==> src/rtl/lns_pkg.sv <==
// lns_pkg: shared widths and log-domain types for the Mitchell multiplier front end.
package lns_pkg;
  localparam int W      = 16;
  localparam int FRAC_W = 15;
  localparam int CHAR_W = 4;
  localparam int LOG_W  = 20;
  typedef struct packed {
    logic [CHAR_W-1:0] k;
    logic [FRAC_W-1:0] f;
  } log16_t;
  typedef logic [LOG_W-1:0] sumlog_t;
endpackage

==> src/rtl/lod16.sv <==
// lod16: leading-one detector returning the characteristic and the left-aligned fraction.
module lod16
  import lns_pkg::*;
(
  input  logic [15:0] i_x,
  output log16_t      o_log,
  output logic        o_zero
);
  logic [3:0]  w_k;
  logic [14:0] w_f;
  always_comb begin
    w_k = '0;
    for (int i = 1; i < 16; i++) if (i_x[i]) w_k = 4'(i);
  end
  // Shifting by 15-k pushes the leading one out of the kept 15 bits; x=0 yields f=0.
  assign w_f    = 15'(i_x << (4'd15 - w_k));
  assign o_log  = '{k: w_k, f: w_f};
  assign o_zero = i_x == '0;
endmodule

==> src/rtl/lns_sum_stage.sv <==
// lns_sum_stage: two-stage pipeline forming log2(a)+log2(b) with an explicit zero flag.
module lns_sum_stage #(
  parameter int W = 16
) (
  input  logic             clk,
  input  logic             rst_n,
  input  logic             in_valid,
  output logic             in_ready,
  input  logic [W-1:0]     op_a,
  input  logic [W-1:0]     op_b,
  output logic             out_valid,
  input  logic             out_ready,
  output lns_pkg::sumlog_t sumlog,
  output logic             out_zero
);
  import lns_pkg::*;
  log16_t  w_la, w_lb;
  logic    w_za, w_zb, w_adv1, w_adv2;
  logic    r_s1_v, r_s2_v, r_z, r_zero;
  log16_t  r_a, r_b;
  sumlog_t r_sum;
  lod16 u_lod_a (.i_x(op_a), .o_log(w_la), .o_zero(w_za));
  lod16 u_lod_b (.i_x(op_b), .o_log(w_lb), .o_zero(w_zb));
  assign w_adv2    = !r_s2_v | out_ready;
  assign w_adv1    = !r_s1_v | w_adv2;
  assign in_ready  = w_adv1;
  assign out_valid = r_s2_v;
  assign sumlog    = r_sum;
  assign out_zero  = r_zero;
  always_ff @(posedge clk or negedge rst_n) begin
    if (!rst_n) begin
      r_s1_v <= 1'b0;
      r_s2_v <= 1'b0;
      r_a    <= '0;
      r_b    <= '0;
      r_z    <= 1'b0;
      r_sum  <= '0;
      r_zero <= 1'b0;
    end else begin
      if (w_adv1) r_s1_v <= in_valid;
      if (w_adv1 & in_valid) begin
        r_a <= w_la;
        r_b <= w_lb;
        r_z <= w_za | w_zb;
      end
      if (w_adv2) r_s2_v <= r_s1_v;
      // Fraction carry ripples into the characteristic field; max 20'hFFFFE so no overflow.
      if (w_adv2 & r_s1_v) begin
        r_sum  <= r_z ? '0 : {1'b0, r_a} + {1'b0, r_b};
        r_zero <= r_z;
      end
    end
  end
endmodule

==> config.mk <==
export PLATFORM = sky130hd
export DESIGN_NAME = lns_sum_stage
export DESIGN_NICKNAME = d
export VERILOG_FILES = /design/src/rtl/lns_pkg.sv /design/src/rtl/lod16.sv /design/src/rtl/lns_sum_stage.sv
export SDC_FILE = /design/constraint.sdc
export NUM_CORES = 1
export LEC_CHECK = 0
export BUFFER_PORTS_ARGS = -buffer_cell sky130_fd_sc_hd__buf_2
export CORE_ASPECT_RATIO = 1.1
export CORE_MARGIN = 4
export CORE_UTILIZATION = 40
export DETAILED_ROUTE_END_ITERATION = 7
export SETUP_SLACK_MARGIN = 0.1
export SYNTH_ARGS = -nofsm -noshare
export SYNTH_HDL_FRONTEND = slang
export SYNTH_SLANG_ARGS = --single-unit
==> constraint.sdc <==
create_clock -name clk -period 5.42 [get_ports clk]
set_input_delay 1.084 -clock clk [delete_from_list [all_inputs] [get_ports clk]]
set_output_delay 1.084 -clock clk [all_outputs]
set_load 0.005 [all_outputs]
-- Word level (Yosys, flattened, before mapping)
Index checks and enable logic that the tools add are counted.
- register bits after elaboration: 62
- output and inout bits: 23
- word-level logic and storage cells: 54
- shifts and indexed selects: 2
- reductions and logical operators: 4
- bitwise operators: 5
- mux-type cells: 31
- add/subtract/negate cells: 3
- operators by type and width (kind ; number):
    $mux 4 ; 16
    $logic_not 16->1 ; 2
    $shl 16x4->15 ; 2
    $mux 3 ; 8
    $add 19x19->20 ; 1
    $mux 20 ; 1
    $mux 2 ; 4
    $sub 4x4->4 const A ; 2
    $or 1x1->1 ; 3
    $and 1x1->1 ; 2
    $logic_not 1->1 ; 2
    $mux 1 ; 2

-- Logic depth before layout (Yosys ltp)
Gate-level depths: netlist of the first run.
- depth in word-level cells: 17
- depth in mapped cells: 9
- depth with buffers taken out: 9

-- Modules after synthesis
Synthesis of the first run repeated with hierarchy kept, for this count alone.
- cell total of the unflattened synthesis: 578
- area, all modules: 5127.4 µm²
- by module, submodules not included (module ; cells each ; area each (µm²) ; times used):
    lns_sum_stage ; 294 ; 3278.1 ; 1
    lod16 ; 142 ; 924.6 ; 2

-- Worst setup path after synthesis of the first run
OpenSTA, ideal clock, no wires.
- path type: input to register
- start point: in op_b[14]
- end point: reg r_b[10] (netlist name)
- buffers on the path: 1
- slack: 2.451 ns
- required time: 5.290 ns
- data arrival time: 2.839 ns
- setup time: 0.130 ns
- cell stages on the path: 8
- path through: buf_2 -> nor2b_1 -> a211oi_2 -> a31oi_4 -> mux4_2 -> a32o_1 -> a21oi_1 -> o21ai_1
- longest elaborated chain between the ends: 4
- RTL lines (element ; RTL line ; RTL):
    start: declaration ; lns_sum_stage.sv:10 ; input logic [W-1:0] op_b,
    $mux 4 (2 in series) ; lod16.sv:13 ; for (int i = 1; i < 16; i++) if (i_x[i]) w_k = 4'(i);
    $sub 4x4->4 ; lod16.sv:16 ; assign w_f = 15'(i_x << (4'd15 - w_k));
    $shl 16x4->15 * ; lod16.sv:16 ;
    end signal: assignment ; lns_sum_stage.sv:43 ; r_b <= w_lb;
    end: declaration ; lns_sum_stage.sv:20 ; log16_t r_a, r_b;
Mark *: on every way between the ends. The rest lies on a longest branch, timed or not.
A chain may end at the register's enable or synchronous reset.

-- Worst setup path after layout of the first run
- start point: in op_a[2]
- end point: reg r_a[11] (netlist name)
- longest elaborated chain between the ends: 16
- RTL lines (element ; RTL line ; RTL):
    start: declaration ; lns_sum_stage.sv:9 ; input logic [W-1:0] op_a,
    $mux 2 (2 in series) ; lod16.sv:13 ;
    $mux 3 (4 in series) ; lod16.sv:13 ;
    $mux 4 (8 in series) ; lod16.sv:13 ;
    $sub 4x4->4 ; lod16.sv:16 ;
    $shl 16x4->15 * ; lod16.sv:16 ;
    end signal: assignment ; lns_sum_stage.sv:42 ; r_a <= w_la;
    end: declaration ; lns_sum_stage.sv:20 ;
Marked as above.

==> results of run 1 <==
==> flip-flops by register name, indices dropped and copies added, names as in the netlist <==
name,count
out_zero,1
r_a,19
r_z,1
r_b,19
r_s1_v,1
sumlog,20
out_valid,1
==> final cells by class <==
type / count / area (um^2)
multi-input cells: 434 / 2930
clock buffers: 11 / 243
flip-flops and latches: 62 / 1550
repair buffers: 62 / 320
well taps: 150 / 188
inverters: 13 / 48.8
clock inverters: 4 / 47.5
fillers: 1121 / 6110
==> power breakdown <==
| group | total (mW) | switching [mW] | leakage, nW | internal, mW |
|---|---|---|---|---|
| logic | 0.694 | 0.380 | 1.51 | 0.314 |
| registers | 0.645 | 0.0724 | 0.742 | 0.572 |
| clock network | 0.558 | 0.194 | 0.141 | 0.364 |
==> worst paths after layout <==
check                                      start                endpoint  slack, ns  depth (start not counted)
max                                      op_a[2]     r_a[11]$_DFFE_PN0P_       2.30                          8
min                        sumlog[2]$_DFFE_PN0P_   sumlog[2]$_DFFE_PN0P_       0.47                          2
max reg2reg                   r_a[0]$_DFFE_PN0P_  sumlog[18]$_DFFE_PN0P_       2.70                          9
min reg2reg                sumlog[2]$_DFFE_PN0P_   sumlog[2]$_DFFE_PN0P_       0.47                          2
max in group asynchronous                  rst_n   sumlog[1]$_DFFE_PN0P_       3.99                          2
min in group asynchronous                  rst_n      r_s1_v$_DFFE_PN0N_       0.92                          2
==> per-stage QoR <==
stage / cells / area, um^2 / hold slack (ns) / total power [mW]
floorplan: 535 / 4640 / 0.450 / 1.12
global placement: 721 / 5040 / 0.461 / 1.34
detailed placement: 721 / 5040 / 0.470 / 1.35
CTS: 736 / 5330 / 0.481 / 1.92
global route: 736 / 5330 / 0.505 / 2.04
finish: 736 / 5330 / 0.471 / 1.90
==> cell usage after synthesis (all sizes together), types with 11 or more instances <==
cell type / count
nand2: 52
dfrtp: 62
mux2i: 28
nor4: 11
nor2: 57
ha: 19
a22o: 20
a31oi: 12
inv: 13
o21ai: 36
a21oi: 45
clkbuf: 19
==> cell families (layout without fill, tap and decap cells) <==
group / count (synthesis) / count (layout)
flops: 62 / 62
simple gates: 164 / 164
mux: 35 / 35
fa+ha+maj: 20 / 20
compound gates: 200 / 200
xor+xnor: 15 / 15
buf+inv: 39 / 90
==> layer usage <==
metal / global-route usage [%] / routed length, um / vias to the layer above / part of all wire, %
met5: 0 / 0 / - / 0
met4: 5.77 / 240 / 0 / 1.9
met3: 3.34 / 540 / 17 / 4.2
met2: 32.1 / 6050 / 128 / 47
met1: 27.0 / 6100 / 2076 / 47
li1: - / - / 2138 / -
==> placed cells by master, fill, tap and decap left out, types with 4 or more instances in the layout <==
cell type | netlist | final
nor4_1 | 8 | 8
nand2_1 | 51 | 51
o21a_1 | 7 | 7
a31oi_1 | 11 | 11
nor2_1 | 57 | 57
xnor2_1 | 8 | 8
inv_1 | 13 | 13
o21ai_0 | 29 | 29
ha_1 | 19 | 19
a21o_1 | 8 | 8
a211oi_1 | 5 | 5
a22o_1 | 20 | 20
a22oi_1 | 4 | 4
mux2i_1 | 28 | 28
a21oi_1 | 44 | 44
nor2b_1 | 6 | 6
xor2_1 | 7 | 7
nor3_1 | 7 | 7
mux2_2 | 4 | 4
clkbuf_16 | 0 | 9
a32o_1 | 4 | 4
a221oi_1 | 4 | 4
o22ai_1 | 4 | 4
o211ai_1 | 8 | 8
buf_2 | 4 | 58
dfrtp_1 | 62 | 62
o31ai_1 | 7 | 7
nand2b_1 | 10 | 10
nand3_1 | 6 | 6
buf_4 | 0 | 4
o21ai_1 | 7 | 7
o2111ai_1 | 4 | 4
a211o_1 | 5 | 5
==> worst max-delay path, delay by kind of cell <==
kind | cells | cell delay [ns]
compound gates | 4 | 1.47
mux | 2 | 0.60
buf+inv | 1 | 0.11
simple gates | 1 | 0.07
==> flow_summary.json, run 1 <==
{
  "slew_viol_final": 0,
  "path_cells": "buf_2 -> nor2_1 -> o31ai_1 -> a211o_1 -> mux2i_1 -> mux2i_1 -> a221o_1 -> o22a_1",
  "dp_slack_ns": 2.01,
  "worst_slack_ns": 2.30,
  "initial_core_util_pct": 40.6,
  "ys_top_cells_by_area": "dfrtp_1 33%, mux2i_1 6.0%, ha_1 5.1%, a21oi_1 4.7%, nor2_1 4.6%",
  "final_util_pct": 46.6,
  "vias": 4359,
  "status": "complete, no violations",
  "rsz0062_at_grt": "false",
  "die_w_um": 111,
  "viasPerCell": 5.92,
  "dr.first_iter.drc_count": 342,
  "drv_cap": 0,
  "synth_edf_count": 0,
  "grt_usage_pct": 19.7,
  "routedWlPerCell_um": 17.6,
  "grt_pass1_wl_mm": 21.7,
  "synthCells": 535,
  "ys_ff_latch": 62,
  "htreeDepth": 3,
  "yosysTopAreaCellShare_pct": 33.4,
  "finalSetupViolations": 0,
  "dpl.hpwl_mm": 9.99,
  "antenna_found_initial": 0,
  "relSlewSlack_pct": 25.4,
  "critPathArrivalTime_ns": 3.33,
  "syn_area_mm2": 0.00464,
  "crit_top_cell": "mux2i_1",
  "rows": 41,
  "finalCritPeriodShare_pct": 57.6,
  "area_growth_pct": 14.8,
  "startpoint_type": "input pin",
  "grt_pass1_vias": 4199,
  "cellPowerDensity_mw_per_mm2": 356,
  "clock_sinks": 62,
  "hp-class": "reg -> reg",
  "synthDistinctLibCells": 66,
  "required_ns": 5.63,
  "critical_path.max_fanout": 11,
  "leakage_nw": 2.39,
  "critical_path_class": "in -> reg",
  "place.gp.congestion": 0.900,
  "ctsHoldBuffers": 0,
  "yosys.area_share.simple_pct": 16.4,
  "layout-drive-gt1-share_pct": 15.7,
  "post_cts_buffers": 0,
  "numPortBuffers": 58,
  "clk_pin_slew_worst_paths_ns": 0.05,
  "clock_path_buffers": 2,
  "cts-resized-gates": 0,
  "drc": 0,
  "max_stage_delay_ns": 0.50,
  "grt_max_degree": 63,
  "fin_crit_ns": 3.12,
  "cts_tree": "yes",
  "async_flop_share_pct": 100,
  "fin_setup_tns_ns": 0,
  "design.die.area_mm2": 0.0134,
  "ant_nets": 0,
  "finalClockSkew_ns": 0.00448,
  "synth-xor-area-share_pct": 2.83,
  "drt_first_pass_iters": 4,
  "root_buffer": "clkbuf_16",
  "pin_count": 59,
  "synth_top_family_by_area": "compound AO/OA/AOI/OAI gates",
  "hold_violations": 0,
  "die_y_um": 121,
  "cp-end-kind": "flip-flop",
  "cts-buffers-inserted": 9,
  "ys.flop_type": "dfrtp_1",
  "tightestPinTransition_ns": 1.11,
  "final_net_count": 638,
  "yosys.area_share.adder_pct": 5.55,
  "peakVddDrop_mv": 0.181,
  "grt_overflow": 0,
  "num_antenna_cells": 0,
  "coreArea_mm2": 0.0114,
  "synth_compound_area_share_pct": 30.2,
  "synth_top_area_cell": "dfrtp_1",
  "yosysSeqAreaShare_pct": 33.4,
  "ys_warn_count": 0,
  "synthMuxAreaShare_pct": 8.22,
  "cp_slowest_cell": "o31ai_1",
  "fmax_ghz": 0.320,
  "syn_nets": 591,
  "clkLatencyLatePin_ns": 0.32,
  "routed_wl_mm": 12.9,
  "syn_area_per_cell_um2": 8.68
}
Power figures use the tool's default switching activity.
==> run 2: changes to the inputs <==
- clock period: 5.42 -> 3.1 ns (I/O delays scaled with it)
==> flow_summary.json, run 2 (synthesis gave the netlist of run 1 again) <==
{
  "worst_hold_slack_ns": 0.447,
  "fmax_ghz": 0.372,
  "place_area_mm2": 0.00513,
  "crit_end": "sumlog[18]$_DFFE_PN0P_",
  "die_w_um": 111,
  "dr.first_iter.drc_count": 345,
  "grt_overflow": 0,
  "rsz0062_at_grt": "false",
  "fill_cells": 1110,
  "post_cts_buffers": 0,
  "final_net_count": 650,
  "final_util_pct": 47.7,
  "peakVddDrop_mv": 0.361,
  "clock_path_buffers": 2,
  "num_antenna_cells": 0,
  "cts_tree": "yes",
  "cellPowerDensity_mw_per_mm2": 633,
  "routed_wl_mm": 13.1,
  "startpoint_type": "flip-flop",
  "fin_setup_tns_ns": 0,
  "setup.worst_path.start": "r_a[0]$_DFFE_PN0P_",
  "design_area_mm2": 0.00546,
  "clock_sinks": 62,
  "critical_path_class": "reg -> reg",
  "clkLatencyLatePin_ns": 0.33,
  "htreeDepth": 3,
  "slew_viol_final": 0,
  "clk_pin_slew_worst_paths_ns": 0.06,
  "hold_violations": 0,
  "instances_no_fill": 748,
  "antenna_found_initial": 0,
  "crit_buf_inv": 0,
  "worst-r2r-cell-count": 9,
  "drc": 0,
  "cts-resized-gates": 0,
  "vias": 4429,
  "layout-drive-gt1-share_pct": 17.6,
  "cts-buffers-inserted": 9,
  "ant_nets": 0,
  "dp_slack_ns": 0.233,
  "drt_first_pass_iters": 7,
  "critPathArrivalTime_ns": 2.90,
  "crit_top_cell": "o21ai_0",
  "tightestPinTransition_ns": 0.789,
  "r2r_end": "sumlog[18]$_DFFE_PN0P_",
  "routedWlPerCell_um": 17.5,
  "pin_count": 59,
  "required_ns": 3.31,
  "fin_crit_ns": 2.69,
  "crit_family": "compound AO/OA/AOI/OAI gates",
  "critical_path.max_fanout": 3,
  "dpl.hpwl_mm": 10.1,
  "r2r_start": "r_a[0]$_DFFE_PN0P_",
  "hp-class": "in -> async",
  "grt_pass1_vias": 4266,
  "max_stage_delay_ns": 0.44,
  "cp.depth": 9,
  "coreArea_mm2": 0.0114,
  "path_cells": "ha_1 -> fa_1 -> a211o_1 -> a21oi_1 -> o21ai_0 -> a31oi_1 -> o21ai_0 -> xor2_1 -> a22o_1",
  "finalClockSkew_ns": 0.00913,
  "cp-end-kind": "flip-flop",
  "viasPerCell": 5.92,
  "final_common_cell": "dfrtp_1",
  "largest_register_ffs": 20,
  "numPortBuffers": 58,
  "finalCritPeriodShare_pct": 86.7,
  "die_y_um": 121,
  "leakage_nw": 2.47,
  "cp_slowest_cell": "fa_1",
  "initial_core_util_pct": 40.6,
  "place.gp.congestion": 0.950,
  "ctsHoldBuffers": 0,
  "dp_cells": 733,
  "worst_slack_ns": 0.413,
  "rows": 41,
  "drv_cap": 0,
  "status": "complete, no violations",
  "r2r_slack_ns": 0.41,
  "root_buffer": "clkbuf_16",
  "relSlewSlack_pct": 47.4,
  "grt_usage_pct": 19.9,
  "finalSetupViolations": 0,
  "design.die.area_mm2": 0.0134,
  "layout_common_cells": "62 x dfrtp_1, 58 x buf_2, 57 x nor2_1",
  "area_growth_pct": 17.5,
  "grt_pass1_wl_mm": 21.8,
  "power_mw": 3.45,
  "grt_max_degree": 63
}
[run 2: cell count changes in the layout (fill, tap and decap cells not counted)]
cell and change:
buf_4 +12, bufinv_16 +1, clkbuf_1 -1, clkbuf_8 +1, clkinvlp_4 -1
[run 2: worst min path at each step]
stage	depth (start not counted)	slack, ns	endpoint	start
after floorplan	0	0.32	out_valid$_DFFE_PN0P_	rst_n
after global placement	2	0.46	sumlog[4]$_DFFE_PN0P_	sumlog[4]$_DFFE_PN0P_
after detailed placement	2	0.47	sumlog[2]$_DFFE_PN0P_	sumlog[2]$_DFFE_PN0P_
final	2	0.45	out_valid$_DFFE_PN0P_	rst_n
after CTS	2	0.48	sumlog[2]$_DFFE_PN0P_	sumlog[2]$_DFFE_PN0P_
after global routing	1	0.50	sumlog[6]$_DFFE_PN0P_	sumlog[6]$_DFFE_PN0P_
[run 2: final cells by class]
cell class / instances / area [um^2] / share of cell area (%)
repair buffers: 74 / 410 / 7.52
clock buffers: 11 / 253 / 4.63
inverters: 13 / 48.8 / 0.894
flip-flops and latches: 62 / 1550 / 28.4
clock inverters: 4 / 70.1 / 1.28
well taps: 150 / 188 / 3.44
multi-input cells: 434 / 2930 / 53.8
[run 2: report_power, final]
part	internal, mW	switching, mW
Clock	0.740	0.348
Combinational	0.561	0.674
Sequential	1.00	0.127
[run 2: worst reg2reg max path, cell delays in order, from the launching register on]
cell     delay (ns)
dfrtp_1        0.39
ha_1           0.23
fa_1           0.44
a211o_1        0.31
a21oi_1        0.24
o21ai_0        0.20
a31oi_1        0.28
o21ai_0        0.15
xor2_1         0.15
a22o_1         0.20
[run 2: routing by layer]
layer / wire, um / vias to the layer above / GRT usage (%)
met5: 0 / - / 0
met4: 300 / 0 / 6.54
met3: 622 / 23 / 3.84
met2: 6120 / 140 / 32.8
met1: 6050 / 2109 / 26.3
li1: - / 2157 / -
